<file path="src/rtl/mt_control_unit.sv">
// Multi-threaded instruction decode/control unit with per-hart LR/SC reservations.
// Optional feature: define CUSTOM0_DECODE_EN to decode custom-0 (0001011) as an ALU op.
module mt_control_unit #(
  parameter int unsigned NUM_HARTS = 16,
  parameter int unsigned HART_ID_W = $clog2(NUM_HARTS)
) (
  input  logic                 i_clk,
  input  logic                 i_rst_n,
  input  logic                 i_valid,
  input  logic                 i_stall,
  input  logic [HART_ID_W-1:0] i_hart_id,
  input  logic [6:0]           i_opcode,
  input  logic [2:0]           i_funct3,
  input  logic [6:0]           i_funct7,
  output logic                 o_valid,
  output logic [HART_ID_W-1:0] o_hart_id,
  output logic [2:0]           o_immSel,
  output logic                 o_brmuxsel,
  output logic                 o_br_signed,
  output logic                 o_is_branch,
  output logic                 o_is_jump,
  output logic                 o_aluop1sel,
  output logic                 o_aluop2sel,
  output logic [2:0]           o_ALUctrl,
  output logic                 o_MemWr,
  output logic                 o_regWE,
  output logic                 o_load,
  output logic [1:0]           o_WBSel,
  output logic                 o_slt_op,
  output logic                 o_store_cond,
  output logic                 o_sc_fail,
  output logic                 o_illegal,
  output logic [NUM_HARTS-1:0] o_res_valid
);

  localparam int unsigned OPC_W = 7;

  localparam logic [OPC_W-1:0] OP_R      = 7'b0110011;
  localparam logic [OPC_W-1:0] OP_I      = 7'b0010011;
  localparam logic [OPC_W-1:0] OP_LOAD   = 7'b0000011;
  localparam logic [OPC_W-1:0] OP_STORE  = 7'b0100011;
  localparam logic [OPC_W-1:0] OP_BRANCH = 7'b1100011;
  localparam logic [OPC_W-1:0] OP_JAL    = 7'b1101111;
  localparam logic [OPC_W-1:0] OP_JALR   = 7'b1100111;
  localparam logic [OPC_W-1:0] OP_LUI    = 7'b0110111;
  localparam logic [OPC_W-1:0] OP_AUIPC  = 7'b0010111;
  localparam logic [OPC_W-1:0] OP_SYSTEM = 7'b1110011;
  localparam logic [OPC_W-1:0] OP_AMO    = 7'b0101111;
`ifdef CUSTOM0_DECODE_EN
  localparam logic [OPC_W-1:0] OP_CUSTOM0 = 7'b0001011;
`endif

  typedef struct packed {
    logic [2:0] imm_sel;
    logic       brmuxsel;
    logic       br_signed;
    logic       is_branch;
    logic       is_jump;
    logic       aluop1sel;
    logic       aluop2sel;
    logic [2:0] alu_ctrl;
    logic       mem_wr;
    logic       reg_we;
    logic       load;
    logic [1:0] wb_sel;
    logic       slt_op;
    logic       store_cond;
  } ctrl_t;

  ctrl_t                  dec_c;
  logic                   illegal_c;
  logic                   is_lr_c;
  logic                   is_sc_c;
  logic                   is_store_c;
  logic                   accept_c;
  logic [NUM_HARTS-1:0]   res_next_c;

  ctrl_t                  ctrl_q;
  logic                   valid_q;
  logic [HART_ID_W-1:0]   hart_q;
  logic                   sc_fail_q;
  logic                   illegal_q;
  logic [NUM_HARTS-1:0]   res_q;

  // Combinational opcode/funct decode into control fields.
  always_comb begin
    dec_c      = '0;
    illegal_c  = 1'b0;
    is_lr_c    = 1'b0;
    is_sc_c    = 1'b0;
    is_store_c = 1'b0;
    unique case (i_opcode)
      OP_R, OP_I: begin
        dec_c.wb_sel   = 2'b01;
        dec_c.reg_we   = 1'b1;
        dec_c.alu_ctrl = 3'b010;
        if (i_opcode == OP_R && i_funct3 == 3'b000 && i_funct7 == 7'b0100000) begin
          dec_c.alu_ctrl = 3'b001;
        end
        if (i_funct3 == 3'b010 || i_funct3 == 3'b011) begin
          dec_c.slt_op    = 1'b1;
          dec_c.wb_sel    = 2'b11;
          dec_c.br_signed = (i_funct3 == 3'b010);
        end
        if (i_opcode == OP_I) begin
          dec_c.imm_sel   = 3'b001;
          dec_c.aluop2sel = 1'b1;
          dec_c.brmuxsel  = 1'b1;
        end
      end
      OP_LOAD: begin
        dec_c.load      = 1'b1;
        dec_c.imm_sel   = 3'b001;
        dec_c.aluop2sel = 1'b1;
        dec_c.reg_we    = 1'b1;
      end
      OP_STORE: begin
        dec_c.imm_sel   = 3'b010;
        dec_c.aluop2sel = 1'b1;
        dec_c.mem_wr    = 1'b1;
        is_store_c      = 1'b1;
      end
      OP_BRANCH: begin
        dec_c.imm_sel   = 3'b011;
        dec_c.aluop1sel = 1'b1;
        dec_c.aluop2sel = 1'b1;
        dec_c.is_branch = 1'b1;
        dec_c.br_signed = (i_funct3 == 3'b100 || i_funct3 == 3'b101);
      end
      OP_JAL: begin
        dec_c.is_jump   = 1'b1;
        dec_c.imm_sel   = 3'b100;
        dec_c.aluop1sel = 1'b1;
        dec_c.aluop2sel = 1'b1;
        dec_c.wb_sel    = 2'b10;
        dec_c.reg_we    = 1'b1;
      end
      OP_JALR: begin
        dec_c.is_jump   = 1'b1;
        dec_c.imm_sel   = 3'b001;
        dec_c.aluop2sel = 1'b1;
        dec_c.wb_sel    = 2'b10;
        dec_c.reg_we    = 1'b1;
      end
      OP_LUI: begin
        dec_c.aluop2sel = 1'b1;
        dec_c.alu_ctrl  = 3'b011;
        dec_c.wb_sel    = 2'b01;
        dec_c.reg_we    = 1'b1;
      end
      OP_AUIPC: begin
        dec_c.aluop1sel = 1'b1;
        dec_c.aluop2sel = 1'b1;
        dec_c.wb_sel    = 2'b01;
        dec_c.reg_we    = 1'b1;
      end
      OP_SYSTEM: begin
        dec_c.imm_sel   = 3'b101;
        dec_c.aluop2sel = 1'b1;
        dec_c.alu_ctrl  = 3'b011;
        dec_c.wb_sel    = 2'b01;
        dec_c.reg_we    = 1'b1;
      end
      OP_AMO: begin
        // Only LR/SC are supported; other atomics fall through as illegal.
        if (i_funct7[3:2] == 2'b10) begin
          is_lr_c         = 1'b1;
          dec_c.load      = 1'b1;
          dec_c.imm_sel   = 3'b110;
          dec_c.aluop2sel = 1'b1;
          dec_c.reg_we    = 1'b1;
        end else if (i_funct7[3:2] == 2'b11) begin
          is_sc_c          = 1'b1;
          dec_c.wb_sel     = 2'b11;
          dec_c.imm_sel    = 3'b110;
          dec_c.aluop2sel  = 1'b1;
          dec_c.reg_we     = 1'b1;
          dec_c.store_cond = 1'b1;
        end else begin
          illegal_c = 1'b1;
        end
      end
`ifdef CUSTOM0_DECODE_EN
      OP_CUSTOM0: begin
        dec_c.wb_sel   = 2'b01;
        dec_c.reg_we   = 1'b1;
        dec_c.alu_ctrl = 3'b100;
      end
`endif
      default: begin
        illegal_c = 1'b1;
      end
    endcase
  end

  assign accept_c = i_valid & ~i_stall;

  // Next reservation table: LR sets own bit, SC clears own bit, any store clears all.
  always_comb begin
    res_next_c = res_q;
    if (accept_c) begin
      if (is_lr_c) begin
        res_next_c[i_hart_id] = 1'b1;
      end
      if (is_sc_c) begin
        res_next_c[i_hart_id] = 1'b0;
      end
      if (is_store_c) begin
        res_next_c = '0;
      end
    end
  end

  // Pipeline output registers; everything holds while stalled.
  always_ff @(posedge i_clk or negedge i_rst_n) begin
    if (!i_rst_n) begin
      valid_q   <= 1'b0;
      hart_q    <= '0;
      ctrl_q    <= '0;
      sc_fail_q <= 1'b0;
      illegal_q <= 1'b0;
    end else if (!i_stall) begin
      valid_q <= i_valid;
      if (i_valid) begin
        hart_q    <= i_hart_id;
        ctrl_q    <= dec_c;
        sc_fail_q <= is_sc_c & ~res_q[i_hart_id];
        illegal_q <= illegal_c;
      end else begin
        hart_q    <= '0;
        ctrl_q    <= '0;
        sc_fail_q <= 1'b0;
        illegal_q <= 1'b0;
      end
    end
  end

  // Reservation table register.
  always_ff @(posedge i_clk or negedge i_rst_n) begin
    if (!i_rst_n) begin
      res_q <= '0;
    end else begin
      res_q <= res_next_c;
    end
  end

  assign o_valid      = valid_q;
  assign o_hart_id    = hart_q;
  assign o_immSel     = ctrl_q.imm_sel;
  assign o_brmuxsel   = ctrl_q.brmuxsel;
  assign o_br_signed  = ctrl_q.br_signed;
  assign o_is_branch  = ctrl_q.is_branch;
  assign o_is_jump    = ctrl_q.is_jump;
  assign o_aluop1sel  = ctrl_q.aluop1sel;
  assign o_aluop2sel  = ctrl_q.aluop2sel;
  assign o_ALUctrl    = ctrl_q.alu_ctrl;
  assign o_MemWr      = ctrl_q.mem_wr;
  assign o_regWE      = ctrl_q.reg_we;
  assign o_load       = ctrl_q.load;
  assign o_WBSel      = ctrl_q.wb_sel;
  assign o_slt_op     = ctrl_q.slt_op;
  assign o_store_cond = ctrl_q.store_cond;
  assign o_sc_fail    = sc_fail_q;
  assign o_illegal    = illegal_q;
  assign o_res_valid  = res_q;

endmodule

</file>
<file path="config.mk">
export PLATFORM = sky130hd
export DESIGN_NAME = mt_control_unit
export DESIGN_NICKNAME = d
export VERILOG_FILES = /design/src/rtl/mt_control_unit.sv
export SDC_FILE = /design/constraint.sdc
export NUM_CORES = 1
export LEC_CHECK = 0
export BUFFER_PORTS_ARGS = -buffer_cell sky130_fd_sc_hd__buf_2
export CORE_ASPECT_RATIO = 1.4
export CORE_MARGIN = 1
export CORE_UTILIZATION = 51
export CTS_CLUSTER_DIAMETER = 30
export CTS_CLUSTER_SIZE = 8
export DETAILED_ROUTE_END_ITERATION = 10
export GPL_ROUTABILITY_DRIVEN = 0
export HOLD_SLACK_MARGIN = 0.15
export PLACE_DENSITY_LB_ADDON = 0.15
export SYNTH_ARGS = -nofsm -noshare
export SYNTH_HDL_FRONTEND = slang
export SYNTH_SLANG_ARGS = --single-unit
</file>
<file path="constraint.sdc">
create_clock -name i_clk -period 1.6 [get_ports i_clk]
set_input_delay 0.32 -clock i_clk [delete_from_list [all_inputs] [get_ports i_clk]]
set_output_delay 0.32 -clock i_clk [all_outputs]
set_load 0.01 [all_outputs]
</file>
; ---- After elaboration in Yosys (flattened, before gate mapping)
; Cells that the tools add are included.
; W data, S select, Z words.
[word_totals]
in_bits = 25
out_inout_bits = 42
ff_bits = 42
[classes]
bitwise = 7
mux = 43
n_reduce_logical = 15
magnitude_cmp = 2
n_eq_ne = 18
[op_table]
columns = op, n
row1 = $mux W16, 4
row2 = $eq A7 B6 Y1 const B, 5
row3 = $eq A7 B7 Y1 const B, 4
row4 = $pmux W3 S7, 1
row5 = $mux W1, 20
row6 = $mux W19, 1
row7 = $and A16 B16 Y16, 1
row8 = $not A16 Y16, 1
row9 = $or A16 B16 Y16, 1
row10 = $reduce_or A8 Y1, 2
row11 = $eq A7 B5 Y1 const B, 2
row12 = $reduce_or A10 Y1, 1
row13 = $mux W3, 3
row14 = $mux W2, 4
row15 = $pmux W1 S2, 4
row16 = $pmux W2 S4, 1
row17 = $reduce_or A2 Y1, 4
row18 = $eq A7 B2 Y1 const B, 1
row19 = $eq A3 B2 Y1 const B, 2
row20 = $eq A3 B3 Y1 const B, 2
row21 = $pmux W3 S2, 1
row22 = $reduce_or A3 Y1, 2
row23 = $lt A4 B5 Y1 const B, 1
row24 = $bmux W1 S4, 1
row25 = 10 further kinds, 16

; ---- Logic depth before layout (Yosys ltp)
; Gate-level depths: netlist (run 1).
[depth]
ltp_word = 10
ltp_mapped = 7
mapped_depth_nobuf = 5

; ---- Worst setup path after synthesis (run 1)
; No wires, ideal clock.
[synth_path]
path_type = input port to flip-flop
start = in i_stall
end = reg res_q[7] (netlist: o_res_valid[7])
required_ns = 1.470
arrival_ns = 1.510
n_path_buf = 2
setup_time_ns = 0.130
path_slack_ns = -0.040
stages = 7
path_cell_list = clkbuf_1 > nand2b_1 > buf_2 > nor4_4 > nand3_1 > o211ai_1 > o21ai_0
[synth_between]
elab_chain_len = 2
[synth_lines]
columns = item, line_no
row1 = from (decl), 10  ; input logic i_stall,
row2 = $not A1 Y1, 196  ; assign accept_c = i_valid & ~i_stall;
row3 = $and A1 B1 Y1, 196
row4 = to (signal assigned), 243  ; res_q <= res_next_c;
row5 = to (decl), 83  ; logic [NUM_HARTS-1:0] res_q;
; Every way passes these cells.
; A chain may end at the register's enable or synchronous reset.

; ---- Final worst setup path (run 1)
[layout_path]
start = reg res_q[4] (netlist: o_res_valid[4])
end = reg sc_fail_q (netlist: o_sc_fail)
[layout_between]
elab_chain_len = 5
[layout_lines]
columns = item, line_no
row1 = $bmux W1 S4, 227  ; sc_fail_q <= is_sc_c & ~res_q[i_hart_id];
row2 = $mux W1 (implied by the code), 227
row3 = $not A1 Y1, 227
row4 = $and A1 B1 Y1, 227
row5 = $mux W1, 224  ; if (i_valid) begin
row6 = to (signal assigned), 227
row7 = to (decl), 81  ; logic sc_fail_q;
; Every way passes these cells. The select of a mux whose other input is x is not followed.

==> reports/metrics.yaml, run 1 <==
ys_async_sr_fraction: 1.00
hp-class: "input pin to flip-flop"
core-area_um2: 4200
io_pins: 67
power_leakage_nw: 1.46
cp-end-kind: "flip-flop"
postCtsSetupBuffers: 0
total_power_mw: 2.22
peakVddDrop_uv: 845
die_y_um: 80.3
drtIter0Drc: 117
routed_via_density: 5.90
grt_start_max_net_pins: 33
synthTopCellsByCount: "41 x dfrtp_1, 38 x nand2_1, 22 x o21ai_0"
fmax_mhz: 681
start_util: 0.532
drv_cap: 0
cts_max_path_buffers: 2
synth-seq-area-share: 0.459
synth-edff-count: 0
fin_crit_ns: 1.47
crit_required_ns: 1.82
synth_most_common_cell: "dfrtp_1"
outcome: "complete, but fails checks"
finalClockSkew_ns: 0.000656
cp-start-kind: "flip-flop"
whs_path_depth: 2
drive_gt1_frac: 0.375
syn_avg_cell_area_um2: 9.47
synth_area_leader_cell: "dfrtp_1"
cts_made_buffers: 5
worstSetupPathType: "flip-flop to flip-flop"
synthesis.nets: 261
fin_ws_ns: 0.132
synthDominantCellAreaShare: 0.459
cts_root_buf: "clkbuf_8"
ys_warn_count: 0
io_buffers: 65
fin_nets: 347
tritoncts: "yes"
routed_wl_um: 5910
synthFlopType: "dfrtp_1"
grt_pass1_vias: 2024
setup_viol: 0
fin_crit_sh: 0.918
wl_per_cell_um: 16.1
drtAntennaViolNets: 0
antenna_found_initial: 0
synth_cells: 236
cp_max_fo: 3
via_count: 2170
drv_slew: 0
overflow: 0
htree_levels: 2
chipWidth_um: 57.9
synth_seq_cells: 41
syn-cell-area_um2: 2230
rsz0062_at_grt: "false"
clk_pin_slew_ns: 0.08
r2r_cells: 5
dieArea_um2: 4650
hold_viol: 0
post-place-ws_ns: -0.107
grt_pass1_wl_um: 9520
hpwl_um: 4630
grt_use_total: 0.272
route.detailed.drc: 5
num_antenna_cells: 0
ys_top_cells_by_area: "dfrtp_1 46%, nand2_1 6.4%, o211ai_1 5.4%, o21ai_0 4.9%, mux4_2 4.0%"
failed_checks: "design-rule violations"
syn2layout_area_growth_pct: 29.8
fp-row-count: 28
clk_latency_ns: 0.29
cts_num_sinks: 41
dr.pass1.iters: 7
power.density_nw_per_um2: 763
synth_cell_types: 48
cp.arrival_ns: 1.69
==> critical path: stages, from the launching register on <==
cell and delay [ns]:
dfrtp_1 0.40, mux4_2 0.44, nor2b_1 0.15, a211oi_2 0.21, a21oi_1 0.08, o21ai_1 0.12
==> worst paths after layout <==
check,startpoint,end,slack [ns]
min in group asynchronous,i_rst_n,o_res_valid[7]$_DFFE_PN0P_,0.47
max,o_res_valid[4]$_DFFE_PN0P_,o_sc_fail$_DFFE_PN0N_,0.13
max in group asynchronous,i_rst_n,o_regWE$_DFFE_PN0N_,0.54
max reg2reg,o_res_valid[4]$_DFFE_PN0P_,o_sc_fail$_DFFE_PN0N_,0.13
min reg2reg,o_store_cond$_DFFE_PN0N_,o_store_cond$_DFFE_PN0N_,0.47
min,i_funct3[0],o_br_signed$_DFFE_PN0N_,0.24
==> kinds of logic (layout without fill, tap and decap cells) <==
kind of cell / count (synthesis) / after routing / share of synthesized area
flip-flops: 41 / 41 / 0.459
AND/OR/NAND/NOR: 92 / 92 / 0.224
multiplexers: 5 / 5 / 0.0448
AO/OA/AOI/OAI: 74 / 74 / 0.212
other: 1 / 1 / 0.00168
buffers and inverters: 22 / 109 / 0.0543
XOR/XNOR: 1 / 1 / 0.00392
==> layout by cell type, fill, tap and decap left out, types with 4 or more instances in the layout <==
cell | netlist | final
buf_2 | 6 | 65
dfrtp_1 | 41 | 41
nand2_1 | 38 | 38
buf_4 | 2 | 32
o21ai_0 | 22 | 22
o211ai_1 | 16 | 16
nor2_1 | 12 | 12
o21ai_1 | 10 | 10
a21oi_1 | 8 | 8
nand3_1 | 8 | 7
clkbuf_8 | 0 | 6
nand2b_1 | 5 | 5
nand4_1 | 5 | 5
a32o_1 | 4 | 4
mux4_2 | 4 | 4
==> power by group <==
| group | internal, mW | switching [mW] |
|---|---|---|
| registers | 1.05 | 0.00935 |
| clock network | 0.509 | 0.344 |
| logic | 0.122 | 0.179 |
==> final cells by class <==
| type | instances | area, µm² |
|---|---|---|
| Clock inverter | 1 | 30.0 |
| Timing Repair Buffer | 99 | 596 |
| Inverter | 2 | 7.51 |
| Tap cell | 45 | 56.3 |
| Sequential cell | 41 | 1030 |
| Fill cell | 362 | 1300 |
| Multi-Input combinational cell | 173 | 1100 |
| Clock buffer | 7 | 86.3 |
==> routing by layer <==
layer / up-vias / track usage / wire [µm] / part of all wire
li1: 1039 / - / - / -
met1: 1032 / 0.308 / 2240 / 0.38
met2: 84 / 0.501 / 3220 / 0.55
met3: 15 / 0.0531 / 319 / 0.054
met4: 0 / 0.0857 / 127 / 0.021
met5: - / 0 / 0 / 0
==> stage by stage <==
step | TNS [ns] | cells | util | hold slack, ns | area [µm²]
final | 0 | 368 | 0.690 | 0.237 | 2900
after global routing | 0 | 368 | 0.690 | 0.256 | 2900
after CTS | 0 | 368 | 0.689 | 0.232 | 2900
after detailed placement | -1.37 | 359 | 0.659 | 0.259 | 2770
after global placement | -0.592 | 359 | 0.659 | 0.258 | 2770
after floorplan | 0 | 236 | - | 0.0244 | 2250
==> what timing repair did <==
| action | in CTS | in global routing |
|---|---|---|
| endpoints found under the setup margin | 0 | 1 |
| gates resized for setup | 0 | 1 |
| endpoints found under the hold margin | 15 | 0 |
| hold buffers | 1 | 0 |
==> state kept, by name, summed over array words and instances (netlist names) <==
signal and count:
o_ALUctrl 2, o_MemWr 1, o_WBSel 2, o_aluop1sel 1, o_aluop2sel 1, o_br_signed 1
o_brmuxsel 1, o_hart_id 4, o_illegal 1, o_immSel 3, o_is_branch 1, o_is_jump 1
o_load 1, o_regWE 1, o_res_valid 16, o_sc_fail 1, o_slt_op 1, o_store_cond 1
o_valid 1
Power figures use the tool's default switching activity.
==> run 2, diff against run 1 <==
CTS_CLUSTER_SIZE = 12   (was 8)
clock period = 1.44 ns   (was 1.6 ns; I/O delays follow)
==> run 2 against run 1 <==
The run still ends with design-rule violations left. Die area is the same. Utilization grew 1.3 points. Sequential share of layout area shrank 0.64 points. Via count grew 1.3%. Power grew 2.0%. Maximum frequency grew 6.3%. Critical path depth is the same. Critical endpoint unchanged.
==> reports/metrics.yaml, run 2 (synthesized netlist as in run 1, its figures left out) <==
outcome: "complete, but fails checks"
failed_checks: "design-rule violations"
dieArea_um2: 4650
final_cells: 372
die_y_um: 80.3
cts_max_path_buffers: 2
htree_levels: 2
io_buffers: 65
finalSetupTns_ns: 0
syn2layout_area_growth_pct: 32.3
cp_max_fo: 2
seqCellArea_um2: 1030
via_count: 2198
cts_num_sinks: 41
crit_path_cell_trace: "mux4_2 > nor2b_4 > a211oi_2 > a21oi_2 > o21ai_1"
cts_made_buffers: 5
clk_pin_slew_ns: 0.08
fin_crit_sh: 0.959
drtIter0Drc: 96
worstSetupPathType: "flip-flop to flip-flop"
cp_slowest_stage_delay_ns: 0.45
drv_slew: 0
finalClockSkew_ns: 0.00238
slowest_stage: "mux4_2"
setup_viol: 0
layout_commonest_cell: "buf_2"
power_leakage_nw: 1.48
fmax_mhz: 724
largest_reg_flops: 16
drv_cap: 0
antenna_found_initial: 0
cts_root_buf: "clkbuf_8"
rsz0062_at_grt: "true"
fillers: 342
hpwl_um: 4750
num_antenna_cells: 0
clk_latency_ns: 0.28
fin_nets: 351
chipWidth_um: 57.9
dp_cells: 363
cp.arrival_ns: 1.60
hold_viol: 0
overflow: 0
core-area_um2: 4200
multi_input_area_um2: 1140
drive_gt1_frac: 0.404
io_pins: 67
crit_required_ns: 1.66
fp-row-count: 28
grt_use_total: 0.271
grt_pass1_wl_um: 9540
tritoncts: "yes"
grt_start_max_net_pins: 34
route.detailed.drc: 4
layout_common_cells: "65 x buf_2, 41 x dfrtp_1, 38 x nand2_1"
peakVddDrop_uv: 411
power.density_nw_per_um2: 765
hp-class: "input pin to flip-flop"
grt_pass1_vias: 2087
drtAntennaViolNets: 0
fin_crit_ns: 1.38
cp-end-kind: "flip-flop"
cp-start-kind: "flip-flop"
routed_wl_um: 5960
start_util: 0.532
holdWs_ns: 0.221
routed_via_density: 5.91
dr.pass1.iters: 7
wl_per_cell_um: 16.0
## run 2: changes by cell type in the layout (fill, tap and decap cells not counted), sizes merged
cell      before  now
buf           98  102
bufinv         1    0
clkbuf         7    5
clkinv         0    2
clkinvlp       0    1
## run 2: worst paths after layout
kind                                                  from                       end  slack, ns  depth (start not counted)
min in group asynchronous                          i_rst_n  o_hart_id[3]$_DFFE_PN0N_       0.43                          2
worst max register to register  o_res_valid[0]$_DFFE_PN0P_     o_sc_fail$_DFFE_PN0N_       0.06                          5
max in group asynchronous                          i_rst_n  o_hart_id[1]$_DFFE_PN0N_       0.54                          3
worst min-delay path                           i_funct3[0]   o_br_signed$_DFFE_PN0N_       0.22                          2
worst min register to register         o_regWE$_DFFE_PN0N_       o_regWE$_DFFE_PN0N_       0.48                          1
worst max-delay path            o_res_valid[0]$_DFFE_PN0P_     o_sc_fail$_DFFE_PN0N_       0.06                          5
## run 2: critical path, delay by kind of cell, from the launching register on
kind | cells | cell delay, ns
mux | 1 | 0.45
flops | 1 | 0.40
compound gates | 3 | 0.33
simple gates | 1 | 0.14
## run 2: per-layer routing
| metal | GRT usage | vias to the layer above | part of all wire |
|---|---|---|---|
| met5 | 0 | - | 0 |
| met4 | 0.114 | 0 | 0.012 |
| met3 | 0.0290 | 6 | 0.045 |
| met2 | 0.506 | 92 | 0.55 |
| met1 | 0.304 | 1049 | 0.39 |
| li1 | - | 1051 | - |
## run 2: cell type report
type,count,area share
Multi-Input combinational cell,173,0.386
Sequential cell,41,0.347
Timing Repair Buffer,103,0.216
Clock buffer,5,0.0233
Tap cell,45,0.0191
Clock inverter,3,0.00593
Inverter,2,0.00254
## run 2: repair_timing
| item | CTS | global route |
|---|---|---|
| hold endpoints to repair | 13 | 0 |
| setup buffers | 0 | 0 |
| pin swaps | 1 | 0 |
| hold buffers | 1 | 0 |
| gates resized for setup | 0 | 3 |
| gates cloned | 0 | 0 |
| endpoints found under the setup margin | 1 | 1 |
## run 2: through the flow
stage | utilization | instance area (µm²) | power (mW) | worst slack, ns
floorplan | - | 2310 | 1.39 | -0.0860
global placement | 0.676 | 2840 | 1.54 | -0.164
detailed placement | 0.676 | 2840 | 1.55 | -0.196
CTS | 0.699 | 2940 | 2.27 | 0.00543
global route | 0.703 | 2960 | 2.36 | 0.00312
finish | 0.703 | 2960 | 2.26 | 0.0596
## run 2: report_power, final
part / total, mW / internal [mW] / switching [mW]
sequential: 1.18 / 1.17 / 0.0107
clock: 0.731 / 0.335 / 0.396
combinational: 0.349 / 0.145 / 0.204
total: 2.26 / 1.65 / 0.610
